[src/rtl/vmem_arbiter_if.sv]
`default_nettype none
// ============================================================================
//  Module      : vmem_arbiter_if
//  Description : Bundle of the display, CPU, DMA and RAM-side signals that
//                meet at the video-memory arbiter.
//                slave  - arbiter view.
//                master - requesters plus RAM.
//  Revision    : 1.0  initial release
// ============================================================================
interface vmem_arbiter_if #(
  parameter int ADDR_W = 17,
  parameter int DATA_W = 32
);
  localparam int STRB_W = DATA_W / 8;

  // display scanout port (read only)
  logic              disp_valid;
  logic [ADDR_W-1:0] disp_addr;
  logic              disp_ready;
  logic [DATA_W-1:0] disp_rdata;

  // CPU video-memory bus
  logic              cpu_valid;
  logic [ADDR_W-1:0] cpu_addr;
  logic [STRB_W-1:0] cpu_wstrb;
  logic [DATA_W-1:0] cpu_wdata;
  logic              cpu_ready;
  logic [DATA_W-1:0] cpu_rdata;

  // DMA master
  logic              dma_valid;
  logic [ADDR_W-1:0] dma_addr;
  logic [STRB_W-1:0] dma_wstrb;
  logic [DATA_W-1:0] dma_wdata;
  logic              dma_ready;
  logic [DATA_W-1:0] dma_rdata;

  // single-port synchronous RAM
  logic              ram_en;
  logic [STRB_W-1:0] ram_we;
  logic [ADDR_W-1:0] ram_addr;
  logic [DATA_W-1:0] ram_wdata;
  logic [DATA_W-1:0] ram_rdata;

  modport slave (
    input  disp_valid, disp_addr,
    output disp_ready, disp_rdata,
    input  cpu_valid, cpu_addr, cpu_wstrb, cpu_wdata,
    output cpu_ready, cpu_rdata,
    input  dma_valid, dma_addr, dma_wstrb, dma_wdata,
    output dma_ready, dma_rdata,
    output ram_en, ram_we, ram_addr, ram_wdata,
    input  ram_rdata
  );

  modport master (
    output disp_valid, disp_addr,
    input  disp_ready, disp_rdata,
    output cpu_valid, cpu_addr, cpu_wstrb, cpu_wdata,
    input  cpu_ready, cpu_rdata,
    output dma_valid, dma_addr, dma_wstrb, dma_wdata,
    input  dma_ready, dma_rdata,
    input  ram_en, ram_we, ram_addr, ram_wdata,
    output ram_rdata
  );
endinterface
`default_nettype wire

[src/rtl/vmem_arbiter.sv]
`default_nettype none
// ============================================================================
//  Module      : vmem_arbiter
//  Description : Shares one single-port synchronous video RAM between display
//                scanout, the CPU and the DMA engine. Display has absolute
//                priority. CPU and DMA round-robin over the remaining slots.
//                A grant in cycle N completes with a one-cycle ready in N+1.
//  Revision    : 1.0  initial release
// ============================================================================
module vmem_arbiter #(
  parameter int ADDR_W = 17,
  parameter int DATA_W = 32
) (
  input  logic           clk,
  input  logic           rst_n,
  vmem_arbiter_if.slave  bus
);
  localparam int STRB_W = DATA_W / 8;

  // Who owns the RAM access issued in the previous cycle; doubles as the
  // response-stage state since the owner gets its ready this cycle.
  typedef enum logic [1:0] {
    OWN_NONE = 2'd0,
    OWN_DISP = 2'd1,
    OWN_CPU  = 2'd2,
    OWN_DMA  = 2'd3
  } owner_t;

  // Round-robin pointer between the two low-priority requesters.
  typedef enum logic {
    PTR_CPU = 1'b0,
    PTR_DMA = 1'b1
  } ptr_t;

  owner_t            owner_q;
  owner_t            grant;
  ptr_t              ptr_q;
  ptr_t              ptr_d;
  logic              run_q;

  logic              disp_elig;
  logic              cpu_elig;
  logic              dma_elig;

  logic [ADDR_W-1:0] grant_addr;
  logic [DATA_W-1:0] grant_wdata;
  logic [STRB_W-1:0] grant_we;

  // Grants are held off until the first clock edge after rst_n rises, so
  // the release is synchronous even though the assertion is asynchronous.
  always_ff @(posedge clk or negedge rst_n) begin
    if (!rst_n) begin
      run_q <= 1'b0;
    end else begin
      run_q <= 1'b1;
    end
  end

  // A requester whose access is completing this cycle still shows valid
  // with the old address, so it must sit this slot out.
  assign disp_elig = run_q && bus.disp_valid && (owner_q != OWN_DISP);
  assign cpu_elig  = run_q && bus.cpu_valid  && (owner_q != OWN_CPU);
  assign dma_elig  = run_q && bus.dma_valid  && (owner_q != OWN_DMA);

  // Issue stage: display first, then the pointer breaks CPU/DMA ties.
  always_comb begin
    grant = OWN_NONE;
    if (disp_elig) begin
      grant = OWN_DISP;
    end else if (cpu_elig && dma_elig) begin
      grant = (ptr_q == PTR_CPU) ? OWN_CPU : OWN_DMA;
    end else if (cpu_elig) begin
      grant = OWN_CPU;
    end else if (dma_elig) begin
      grant = OWN_DMA;
    end
  end

  // Steer the winner's address, data and strobes onto the RAM port.
  always_comb begin
    grant_addr  = '0;
    grant_wdata = '0;
    grant_we    = '0;
    case (grant)
      OWN_DISP: begin
        grant_addr  = bus.disp_addr;
      end
      OWN_CPU: begin
        grant_addr  = bus.cpu_addr;
        grant_wdata = bus.cpu_wdata;
        grant_we    = bus.cpu_wstrb;
      end
      OWN_DMA: begin
        grant_addr  = bus.dma_addr;
        grant_wdata = bus.dma_wdata;
        grant_we    = bus.dma_wstrb;
      end
      default: begin
        grant_addr  = '0;
      end
    endcase
  end

  assign bus.ram_en    = (grant != OWN_NONE);
  assign bus.ram_we    = grant_we;
  assign bus.ram_addr  = grant_addr;
  assign bus.ram_wdata = grant_wdata;

  // Pointer hands the next tie to whichever of CPU/DMA was not just served.
  always_comb begin
    ptr_d = ptr_q;
    if (grant == OWN_CPU) begin
      ptr_d = PTR_DMA;
    end else if (grant == OWN_DMA) begin
      ptr_d = PTR_CPU;
    end
  end

  // Owner and pointer registers; reset drops any access in flight.
  always_ff @(posedge clk or negedge rst_n) begin
    if (!rst_n) begin
      owner_q <= OWN_NONE;
      ptr_q   <= PTR_CPU;
    end else begin
      owner_q <= grant;
      ptr_q   <= ptr_d;
    end
  end

  // Response stage: RAM data arrives one cycle after the grant, exactly
  // when the registered owner gets its ready pulse.
  assign bus.disp_ready = (owner_q == OWN_DISP);
  assign bus.cpu_ready  = (owner_q == OWN_CPU);
  assign bus.dma_ready  = (owner_q == OWN_DMA);

  assign bus.disp_rdata = bus.ram_rdata;
  assign bus.cpu_rdata  = bus.ram_rdata;
  assign bus.dma_rdata  = bus.ram_rdata;

endmodule
`default_nettype wire

[src/flat_wrapper.sv]
// flat-port wrapper written by rule: the top's interface ports become plain ports
module vmem_arbiter_flat 
#(
  parameter int ADDR_W = 17,
  parameter int DATA_W = 32
)
  (clk, rst_n, bus_disp_valid, bus_disp_addr, bus_disp_ready, bus_disp_rdata, bus_cpu_valid, bus_cpu_addr, bus_cpu_wstrb, bus_cpu_wdata, bus_cpu_ready, bus_cpu_rdata, bus_dma_valid, bus_dma_addr, bus_dma_wstrb, bus_dma_wdata, bus_dma_ready, bus_dma_rdata, bus_ram_en, bus_ram_we, bus_ram_addr, bus_ram_wdata, bus_ram_rdata);
  vmem_arbiter_if #(.ADDR_W(ADDR_W), .DATA_W(DATA_W)) bus_i ();
  input  logic clk;
  input  logic rst_n;
  input wire logic [$bits(bus_i.disp_valid)-1:0] bus_disp_valid;
  input wire logic [$bits(bus_i.disp_addr)-1:0] bus_disp_addr;
  output wire logic [$bits(bus_i.disp_ready)-1:0] bus_disp_ready;
  output wire logic [$bits(bus_i.disp_rdata)-1:0] bus_disp_rdata;
  input wire logic [$bits(bus_i.cpu_valid)-1:0] bus_cpu_valid;
  input wire logic [$bits(bus_i.cpu_addr)-1:0] bus_cpu_addr;
  input wire logic [$bits(bus_i.cpu_wstrb)-1:0] bus_cpu_wstrb;
  input wire logic [$bits(bus_i.cpu_wdata)-1:0] bus_cpu_wdata;
  output wire logic [$bits(bus_i.cpu_ready)-1:0] bus_cpu_ready;
  output wire logic [$bits(bus_i.cpu_rdata)-1:0] bus_cpu_rdata;
  input wire logic [$bits(bus_i.dma_valid)-1:0] bus_dma_valid;
  input wire logic [$bits(bus_i.dma_addr)-1:0] bus_dma_addr;
  input wire logic [$bits(bus_i.dma_wstrb)-1:0] bus_dma_wstrb;
  input wire logic [$bits(bus_i.dma_wdata)-1:0] bus_dma_wdata;
  output wire logic [$bits(bus_i.dma_ready)-1:0] bus_dma_ready;
  output wire logic [$bits(bus_i.dma_rdata)-1:0] bus_dma_rdata;
  output wire logic [$bits(bus_i.ram_en)-1:0] bus_ram_en;
  output wire logic [$bits(bus_i.ram_we)-1:0] bus_ram_we;
  output wire logic [$bits(bus_i.ram_addr)-1:0] bus_ram_addr;
  output wire logic [$bits(bus_i.ram_wdata)-1:0] bus_ram_wdata;
  input wire logic [$bits(bus_i.ram_rdata)-1:0] bus_ram_rdata;
  assign bus_i.disp_valid = bus_disp_valid;
  assign bus_i.disp_addr = bus_disp_addr;
  assign bus_disp_ready = bus_i.disp_ready;
  assign bus_disp_rdata = bus_i.disp_rdata;
  assign bus_i.cpu_valid = bus_cpu_valid;
  assign bus_i.cpu_addr = bus_cpu_addr;
  assign bus_i.cpu_wstrb = bus_cpu_wstrb;
  assign bus_i.cpu_wdata = bus_cpu_wdata;
  assign bus_cpu_ready = bus_i.cpu_ready;
  assign bus_cpu_rdata = bus_i.cpu_rdata;
  assign bus_i.dma_valid = bus_dma_valid;
  assign bus_i.dma_addr = bus_dma_addr;
  assign bus_i.dma_wstrb = bus_dma_wstrb;
  assign bus_i.dma_wdata = bus_dma_wdata;
  assign bus_dma_ready = bus_i.dma_ready;
  assign bus_dma_rdata = bus_i.dma_rdata;
  assign bus_ram_en = bus_i.ram_en;
  assign bus_ram_we = bus_i.ram_we;
  assign bus_ram_addr = bus_i.ram_addr;
  assign bus_ram_wdata = bus_i.ram_wdata;
  assign bus_i.ram_rdata = bus_ram_rdata;
  vmem_arbiter #(.ADDR_W(ADDR_W), .DATA_W(DATA_W)) u_core (.clk(clk), .rst_n(rst_n), .bus(bus_i));
endmodule
[config.mk]
export PLATFORM = sky130hd
export DESIGN_NAME = vmem_arbiter_flat
export DESIGN_NICKNAME = d
export VERILOG_FILES = /design/src/rtl/vmem_arbiter_if.sv /design/src/rtl/vmem_arbiter.sv /design/src/flat_wrapper.sv
export SDC_FILE = /design/constraint.sdc
export NUM_CORES = 1
export LEC_CHECK = 0
export ABC_AREA = 1
export BUFFER_PORTS_ARGS = -buffer_cell sky130_fd_sc_hd__buf_2
export CAP_MARGIN = 20
export CORE_AREA = 8 8 116 118
export CTS_CLUSTER_DIAMETER = 200
export DETAILED_ROUTE_END_ITERATION = 12
export DIE_AREA = 0 0 124 126
export SYNTH_ARGS = -nofsm -noshare
export SYNTH_HDL_FRONTEND = slang
export SYNTH_SLANG_ARGS = --single-unit
[constraint.sdc]
create_clock -name clk -period 1.5 [get_ports clk]
set_input_delay 0.3 -clock clk [delete_from_list [all_inputs] [get_ports clk]]
set_output_delay 0.3 -clock clk [all_outputs]
set_load 0.005 [all_outputs]
==> results of run 1 <==
## cells in the mapped netlist
cell,number,area [sq um]
sky130_fd_sc_hd__buf_8,1,15.0
sky130_fd_sc_hd__nand3_1,28,140
sky130_fd_sc_hd__nor2_8,1,20.0
sky130_fd_sc_hd__clkbuf_1,5,18.8
sky130_fd_sc_hd__nand3_2,10,100
sky130_fd_sc_hd__inv_2,1,3.75
sky130_fd_sc_hd__o21ai_0,1,5.00
sky130_fd_sc_hd__buf_6,4,45.0
sky130_fd_sc_hd__inv_6,1,8.76
sky130_fd_sc_hd__buf_4,100,751
sky130_fd_sc_hd__nand3_4,1,17.5
sky130_fd_sc_hd__nand4_1,70,438
sky130_fd_sc_hd__nand2_8,1,20.0
sky130_fd_sc_hd__nand2_2,2,12.5
sky130_fd_sc_hd__nand2_1,97,364
sky130_fd_sc_hd__inv_1,24,90.1
sky130_fd_sc_hd__buf_2,14,70.1
sky130_fd_sc_hd__clkinv_1,2,7.51
sky130_fd_sc_hd__dfrtp_1,4,100
sky130_fd_sc_hd__conb_1,1,3.75
## power breakdown
part,switching (W),internal (W),total [W]
logic,0.000539,0.000515,0.00105
registers,0.00000986,0.000123,0.000133
clock network,0.0000733,0.000340,0.000414
total,0.000622,0.000978,0.00160
## what timing repair did
item | in CTS | in global routing
setup endpoints to repair | 54 | 54
hold buffers | 1 | 0
resized for setup | 5 | 26
hold endpoints to repair | 4 | 0
setup buffers | 0 | 1
pin swaps | 3 | 12
cloned | 1 | 2
## cells by family (layout without fill, tap and decap cells)
logic type,Yosys count,in the layout,synth area share [%]
other cells,1,1,0.168
simple gates,210,210,49.9
buf+inv,152,247,45.3
compound gates,1,1,0.224
flops,4,4,4.49
## cell type report
class | count | area (sq um)
inverters | 28 | 119
fillers | 1343 | 8660
flip-flops and latches | 4 | 100
clock buffers | 3 | 75.1
multi-input cells | 212 | 1220
well taps | 147 | 184
repair buffers | 216 | 1350
## critical path, cell delays in order, from the launching register on
cell and delay, ns:
sky130_fd_sc_hd__dfrtp_1 0.39, sky130_fd_sc_hd__nand2_1 0.11, sky130_fd_sc_hd__inv_2 0.07, sky130_fd_sc_hd__nor2_8 0.13, sky130_fd_sc_hd__nand2_8 0.10, sky130_fd_sc_hd__clkinv_8 0.10
sky130_fd_sc_hd__clkbuf_16 0.17, sky130_fd_sc_hd__nand3_1 0.07, sky130_fd_sc_hd__nand2_1 0.06, sky130_fd_sc_hd__buf_2 0.10
## state kept, by name, summed over array words and instances (netlist names)
register        count
u_core.run_q        1
u_core.owner_q      2
u_core.ptr_q        1
## worst max-delay path by stage
stage,start,endpoint,slack (ns)
3_5_place_dp,u_core.run_q$_DFF_PN0_,bus_ram_addr[1],-0.12
6_report,u_core.owner_q[0]$_DFF_PN0_,bus_ram_wdata[0],-0.32
5_1_grt,u_core.owner_q[1]$_DFF_PN0_,bus_ram_addr[10],-0.41
4_1_cts,u_core.owner_q[1]$_DFF_PN0_,bus_ram_addr[2],-0.35
3_3_place_gp,u_core.run_q$_DFF_PN0_,bus_ram_addr[12],-0.11
2_1_floorplan,u_core.owner_q[1]$_DFF_PN0_,bus_ram_addr[10],0.06
## routing by layer
layer | track usage, % | part of all wire [%] | vias up
li1 | - | - | 1330
met1 | 11.7 | 39 | 1154
met2 | 17.1 | 51 | 114
met3 | 2.32 | 8.4 | 21
met4 | 2.73 | 1.6 | 0
met5 | 0 | 0 | -
## cells in the final DEF (no fill, tap or decap)
| master | instances |
|---|---|
| sky130_fd_sc_hd__inv_1 | 23 |
| sky130_fd_sc_hd__nand2_8 | 1 |
| sky130_fd_sc_hd__buf_6 | 2 |
| sky130_fd_sc_hd__buf_8 | 1 |
| sky130_fd_sc_hd__o21ai_0 | 1 |
| sky130_fd_sc_hd__nand3_4 | 1 |
| sky130_fd_sc_hd__dfrtp_1 | 4 |
| sky130_fd_sc_hd__nand2_1 | 94 |
| sky130_fd_sc_hd__dlygate4sd3_1 | 1 |
| sky130_fd_sc_hd__buf_16 | 2 |
| sky130_fd_sc_hd__buf_2 | 184 |
| sky130_fd_sc_hd__nand2_2 | 4 |
| sky130_fd_sc_hd__buf_4 | 16 |
| sky130_fd_sc_hd__nand3_2 | 28 |
| sky130_fd_sc_hd__nand3_1 | 10 |
| sky130_fd_sc_hd__nand4_1 | 70 |
| sky130_fd_sc_hd__clkbuf_16 | 5 |
| sky130_fd_sc_hd__conb_1 | 1 |
| sky130_fd_sc_hd__nor2_8 | 1 |
| sky130_fd_sc_hd__nand2_4 | 1 |
| sky130_fd_sc_hd__clkinv_8 | 1 |
| sky130_fd_sc_hd__buf_12 | 8 |
| sky130_fd_sc_hd__clkinv_2 | 1 |
| sky130_fd_sc_hd__inv_2 | 3 |
## through the flow
step | util [%] | power (W)
final | 26.1 | 0.00160
after global routing | 26.1 | 0.00173
after CTS | 24.6 | 0.00156
after detailed placement | 23.6 | 0.00112
after global placement | 23.6 | 0.00112
after floorplan | - | 0.000804
==> flow_summary.yaml, run 1 <==
floorplan:
  floorplan.rows: 40
  placeableCoreArea_sq_um: 11700
  ios: 313
  initial_core_utilization_pct: 19.0
  die_x_um: 124
  chipHeight_um: 126
  die_area_sq_um: 15600
detailed_routing:
  drc: 0
  drtPass1Iterations: 4
  wl_um: 8930
  wl_per_cell_um: 14.6
  drt.antenna.violating_nets: 0
  detailroute.via_count: 2619
  drt-vias-per-instance: 4.29
  drt-initial-drc-count: 85
pwr:
  irDropWorstVdd_mv: 0.784
  total_leakage_power_nw: 1.82
  power.density_cell_area_nw_per_um2: 524
clocking:
  ctsRootBufferMaster: "sky130_fd_sc_hd__clkbuf_16"
  clk_transition_reported_paths_ns: 0.03
  clockBufferDepth: 2
  inserted_clock_buffers: 3
  clkLatencyLatePin_ns: 0.22
  tritoncts: "done"
  htreeDepth: 1
  clock-sinks: 4
flow_run:
  drv_cap: 0
layout:
  flow.area_growth_from_synthesis_pct: 37.0
  design_area_sq_um: 3060
  number_of_antenna_diodes: 0
  post_layout_nonfiller_instances: 610
  nets_final: 625
  drive_above_1_share_pct: 55.9
status:
  failed_checks: "setup timing"
  outcome: "complete, but fails checks"
critical_path:
  critical_path_capture_point_type: "output port"
  worstSetupPathType: "register to output port"
  critical_path_peak_fanout: 8
  crit-reg2reg-capture: "u_core.ptr_q$_DFFE_PN0P_"
  r2r_cells: 8
  timing.critical_path.arrival_ns: 1.52
  reg2reg_start: "u_core.run_q$_DFF_PN0_"
  timing.reg2reg.setup_slack_ns: 0.18
  startpoint_type: "register"
  cp.required_ns: 1.20
global_routing:
  vias_in_the_first_global_route: 2431
  grt_overflow_total: 0
  grt_start_max_net_pins: 44
  grt_pass1_wl_um: 12900
  globalRouteTotalUtil_pct: 9.83
  antenna_found_initial: 0
yosys:
  synth.yosys.warnings: 0
  syn-instance-count: 368
  syn-mean-instance-area_sq_um: 6.06
  netlist_area_sq_um: 2230
  synthesis.nets: 528
  synth.ff_latch_count: 4
  synth.distinct_cells: 20
  yosysSeqAreaShare_pct: 4.49
placement:
  gp_routability_congestion: 0.868
  placement.io_buffers: 184
  hpwl_um: 7070
  preCtsSetupSlack_ns: -0.125
  post-place-cells: 602
  dp_area_sq_um: 2760
timing:
  timing.final.hold_violations: 0
  final-setup-viol-count: 54
  setup_tns_ns: -15.46
  fin_skew_ns: 0.00125
  fin_crit_sh_pct: 121
  number_of_pins_with_negative_max_slew_slack_in_the_final_report: 0
  period_needed_ns: 1.82
  setup_repair_after_global_routing_missed_its_margin: "true"
  finalWorstSetupSlack_ns: -0.322
  whs_ns: 0.418
  maxClockFrequency_mhz: 549
hold_path:
  worst_hold_path_type: "primary input to asynchronous set/reset pin"
(Power assumes the default switching activity.)
==> inputs of run 2 (changes only) <==
--- a/config.mk
+++ b/config.mk
@@ -8,10 +8,10 @@
 export ABC_AREA = 1
 export BUFFER_PORTS_ARGS = -buffer_cell sky130_fd_sc_hd__buf_2
 export CAP_MARGIN = 20
-export CORE_AREA = 8 8 116 118
+export CORE_AREA = 2 2 120 122
 export CTS_CLUSTER_DIAMETER = 200
 export DETAILED_ROUTE_END_ITERATION = 12
-export DIE_AREA = 0 0 124 126
+export DIE_AREA = 0 0 122 124
 export SYNTH_ARGS = -nofsm -noshare
 export SYNTH_HDL_FRONTEND = slang
 export SYNTH_SLANG_ARGS = --single-unit
==> run 2 against run 1 <==
- the run still ends with setup timing left
- worst hold slack is essentially flat
- first-iteration DRC count rose by 3.5%
- worst setup slack lost 0.0028 ns
- maximum frequency is 0.15% lower
- combinational power is 7% higher
- power increased by 4.2%
- register-to-register slack worse by 0.03 ns
- non-clock buffer count is 9 higher
- core utilization decreased by 2.6 points
- die area fell by 3.2%
- critical path depth down 2
- clock skew rose by 0.0021 ns
- largest cell class unchanged
==> flow_summary.yaml, run 2 (synthesized netlist as in run 1, its figures left out) <==
critical_path:
  critPathMaxStageDelay_ns: 0.40
  r2r_cells: 7
  worst_path_cell_chain: "nand2_2, nand3_1, nand2_4, clkbuf_16, nand4_1, nand2_1, buf_2"
  worstSetupPathType: "register to output port"
  critical_path_peak_fanout: 16
  timing.reg2reg.setup_slack_ns: 0.15
  reg2reg_start: "u_core.owner_q[1]$_DFF_PN0_"
  crit_path_max_delay_cell_type: "sky130_fd_sc_hd__dfrtp_1"
  critPathBufInv: 2
  critical_path_capture_point_type: "output port"
  critPathTopFamily: "simple AND/OR/NAND/NOR gates"
  startpoint_type: "register"
  timing.critical_path.arrival_ns: 1.52
  cp.required_ns: 1.20
  crit-reg2reg-capture: "u_core.ptr_q$_DFFE_PN0P_"
  worstSetupPathDepth: 7
floorplan:
  die_x_um: 122
  ios: 313
  placeableCoreArea_sq_um: 13700
  floorplan.rows: 43
  die_area_sq_um: 15100
  initial_core_utilization_pct: 16.3
  chipHeight_um: 124
global_routing:
  grt_start_max_net_pins: 38
  vias_in_the_first_global_route: 2295
  globalRouteTotalUtil_pct: 9.69
  grt_overflow_total: 0
  antenna_found_initial: 1
  grt_pass1_wl_um: 11600
clocking:
  htreeDepth: 1
  clkLatencyLatePin_ns: 0.22
  tritoncts: "done"
  inserted_clock_buffers: 3
  ctsRootBufferMaster: "sky130_fd_sc_hd__clkbuf_16"
  clk_transition_reported_paths_ns: 0.03
  clock-sinks: 4
  clockBufferDepth: 2
detailed_routing:
  wl_per_cell_um: 14.3
  wl_um: 9340
  drt-initial-drc-count: 88
  drt-vias-per-instance: 4.25
  drc: 0
  detailroute.via_count: 2778
  drt.antenna.violating_nets: 0
  drtPass1Iterations: 4
timing:
  final-setup-viol-count: 54
  timing.final.hold_violations: 0
  setup_repair_after_global_routing_missed_its_margin: "true"
  maxClockFrequency_mhz: 548
  fin_crit_sh_pct: 122
  number_of_pins_with_negative_max_slew_slack_in_the_final_report: 0
  period_needed_ns: 1.82
  fin_skew_ns: 0.00337
  finalWorstSetupSlack_ns: -0.325
layout:
  design_area_sq_um: 3230
  largest_registers: "u_core.owner_q: 2 flops, u_core.ptr_q: 1 flops, u_core.run_q: 1 flops"
  multi_input_comb_area_sq_um: 1220
  drive_above_1_share_pct: 56.8
  layout_commonest_cell: "sky130_fd_sc_hd__buf_2"
  flip_flop_count_of_the_largest_register_all_copies_and_words_added: 2
  most-common-layout-cells: "184 x sky130_fd_sc_hd__buf_2, 93 x sky130_fd_sc_hd__nand2_1, 70 x sky130_fd_sc_hd__nand4_1"
  flow.area_growth_from_synthesis_pct: 44.8
  largest-register: "u_core.owner_q"
  layout.area.seq_sq_um: 100
  nets_final: 634
  filler_cell_count: 1583
  final_util_pct: 23.5
pwr:
  power.density_cell_area_nw_per_um2: 516
  total_leakage_power_nw: 1.89
  irDropWorstVdd_mv: 0.318
  finalPower_w: 0.00167
hold_path:
  worst_hold_path_type: "primary input to asynchronous set/reset pin"
flow_run:
  drv_cap: 0
status:
  failed_checks: "setup timing"
  outcome: "complete, but fails checks"
placement:
  placement.io_buffers: 184
  dp_area_sq_um: 2850
  hpwl_um: 6920
  gp_routability_congestion: 0.775
[run 2: report_power, final]
group	internal, W	switching [W]	leakage [nW]
logic	0.000562	0.000559	1.80
registers	0.000123	0.0000111	0.0486
clock network	0.000340	0.0000722	0.0370
total	0.00103	0.000642	1.89
[run 2: repair_timing]
action                                 4_1_cts  5_1_grt
cloned                                       0        6
setup endpoints to repair                   54       54
setup buffers                                0        2
gates resized for setup                      3       29
endpoints found under the hold margin        4        0
pin swaps                                    0       11
hold buffers                                 1        0
[run 2: worst max path at each step]
stage,to,slack (ns),from
4_1_cts,bus_ram_wdata[2],-0.34,u_core.owner_q[1]$_DFF_PN0_
6_report,bus_ram_wdata[5],-0.32,u_core.owner_q[1]$_DFF_PN0_
5_1_grt,bus_ram_addr[12],-0.45,u_core.owner_q[0]$_DFF_PN0_
2_1_floorplan,bus_ram_addr[10],0.06,u_core.owner_q[1]$_DFF_PN0_
3_5_place_dp,bus_ram_addr[6],-0.1,u_core.owner_q[1]$_DFF_PN0_
3_3_place_gp,bus_ram_addr[6],-0.09,u_core.owner_q[0]$_DFF_PN0_
[run 2: worst reg2reg max path, cell delays in order (launching register included)]
cell and delay [ns]:
sky130_fd_sc_hd__dfrtp_1 0.40, sky130_fd_sc_hd__nand2_2 0.09, sky130_fd_sc_hd__nand3_1 0.14, sky130_fd_sc_hd__nand2_4 0.17, sky130_fd_sc_hd__clkbuf_16 0.20, sky130_fd_sc_hd__nand2_1 0.10
sky130_fd_sc_hd__nand2_1 0.06, sky130_fd_sc_hd__o21ai_0 0.07
[run 2: final cells by class]
class	instances	share of cell area, %
timing repair buffer	225	46.0
multi-input combinational	212	37.8
tap	180	6.97
inverter	28	3.68
sequential	4	3.10
clock buffer	3	2.32
antenna	1	0.0775
[run 2: through the flow]
stage,hold slack (ns),setup slack (ns),cells,setup TNS [ns]
5_1_grt,0.424,-0.445,652,-22.73
4_1_cts,0.424,-0.336,644,-16.55
2_1_floorplan,0.00441,0.0557,368,0
6_report,0.418,-0.325,653,-16.12
3_3_place_gp,0.110,-0.0943,640,-3.53
3_5_place_dp,0.111,-0.0980,640,-4.19
[run 2: layer usage]
metal | track usage, % | share of wire [%] | wire length [um] | vias to the layer above
li1 | - | - | - | 1350
met2 | 16.4 | 47 | 4380 | 161
met3 | 3.80 | 11 | 1020 | 52
met4 | 5.24 | 4.7 | 435 | 0
met5 | 0 | 0 | 0 | -
met1 | 10.4 | 38 | 3510 | 1215
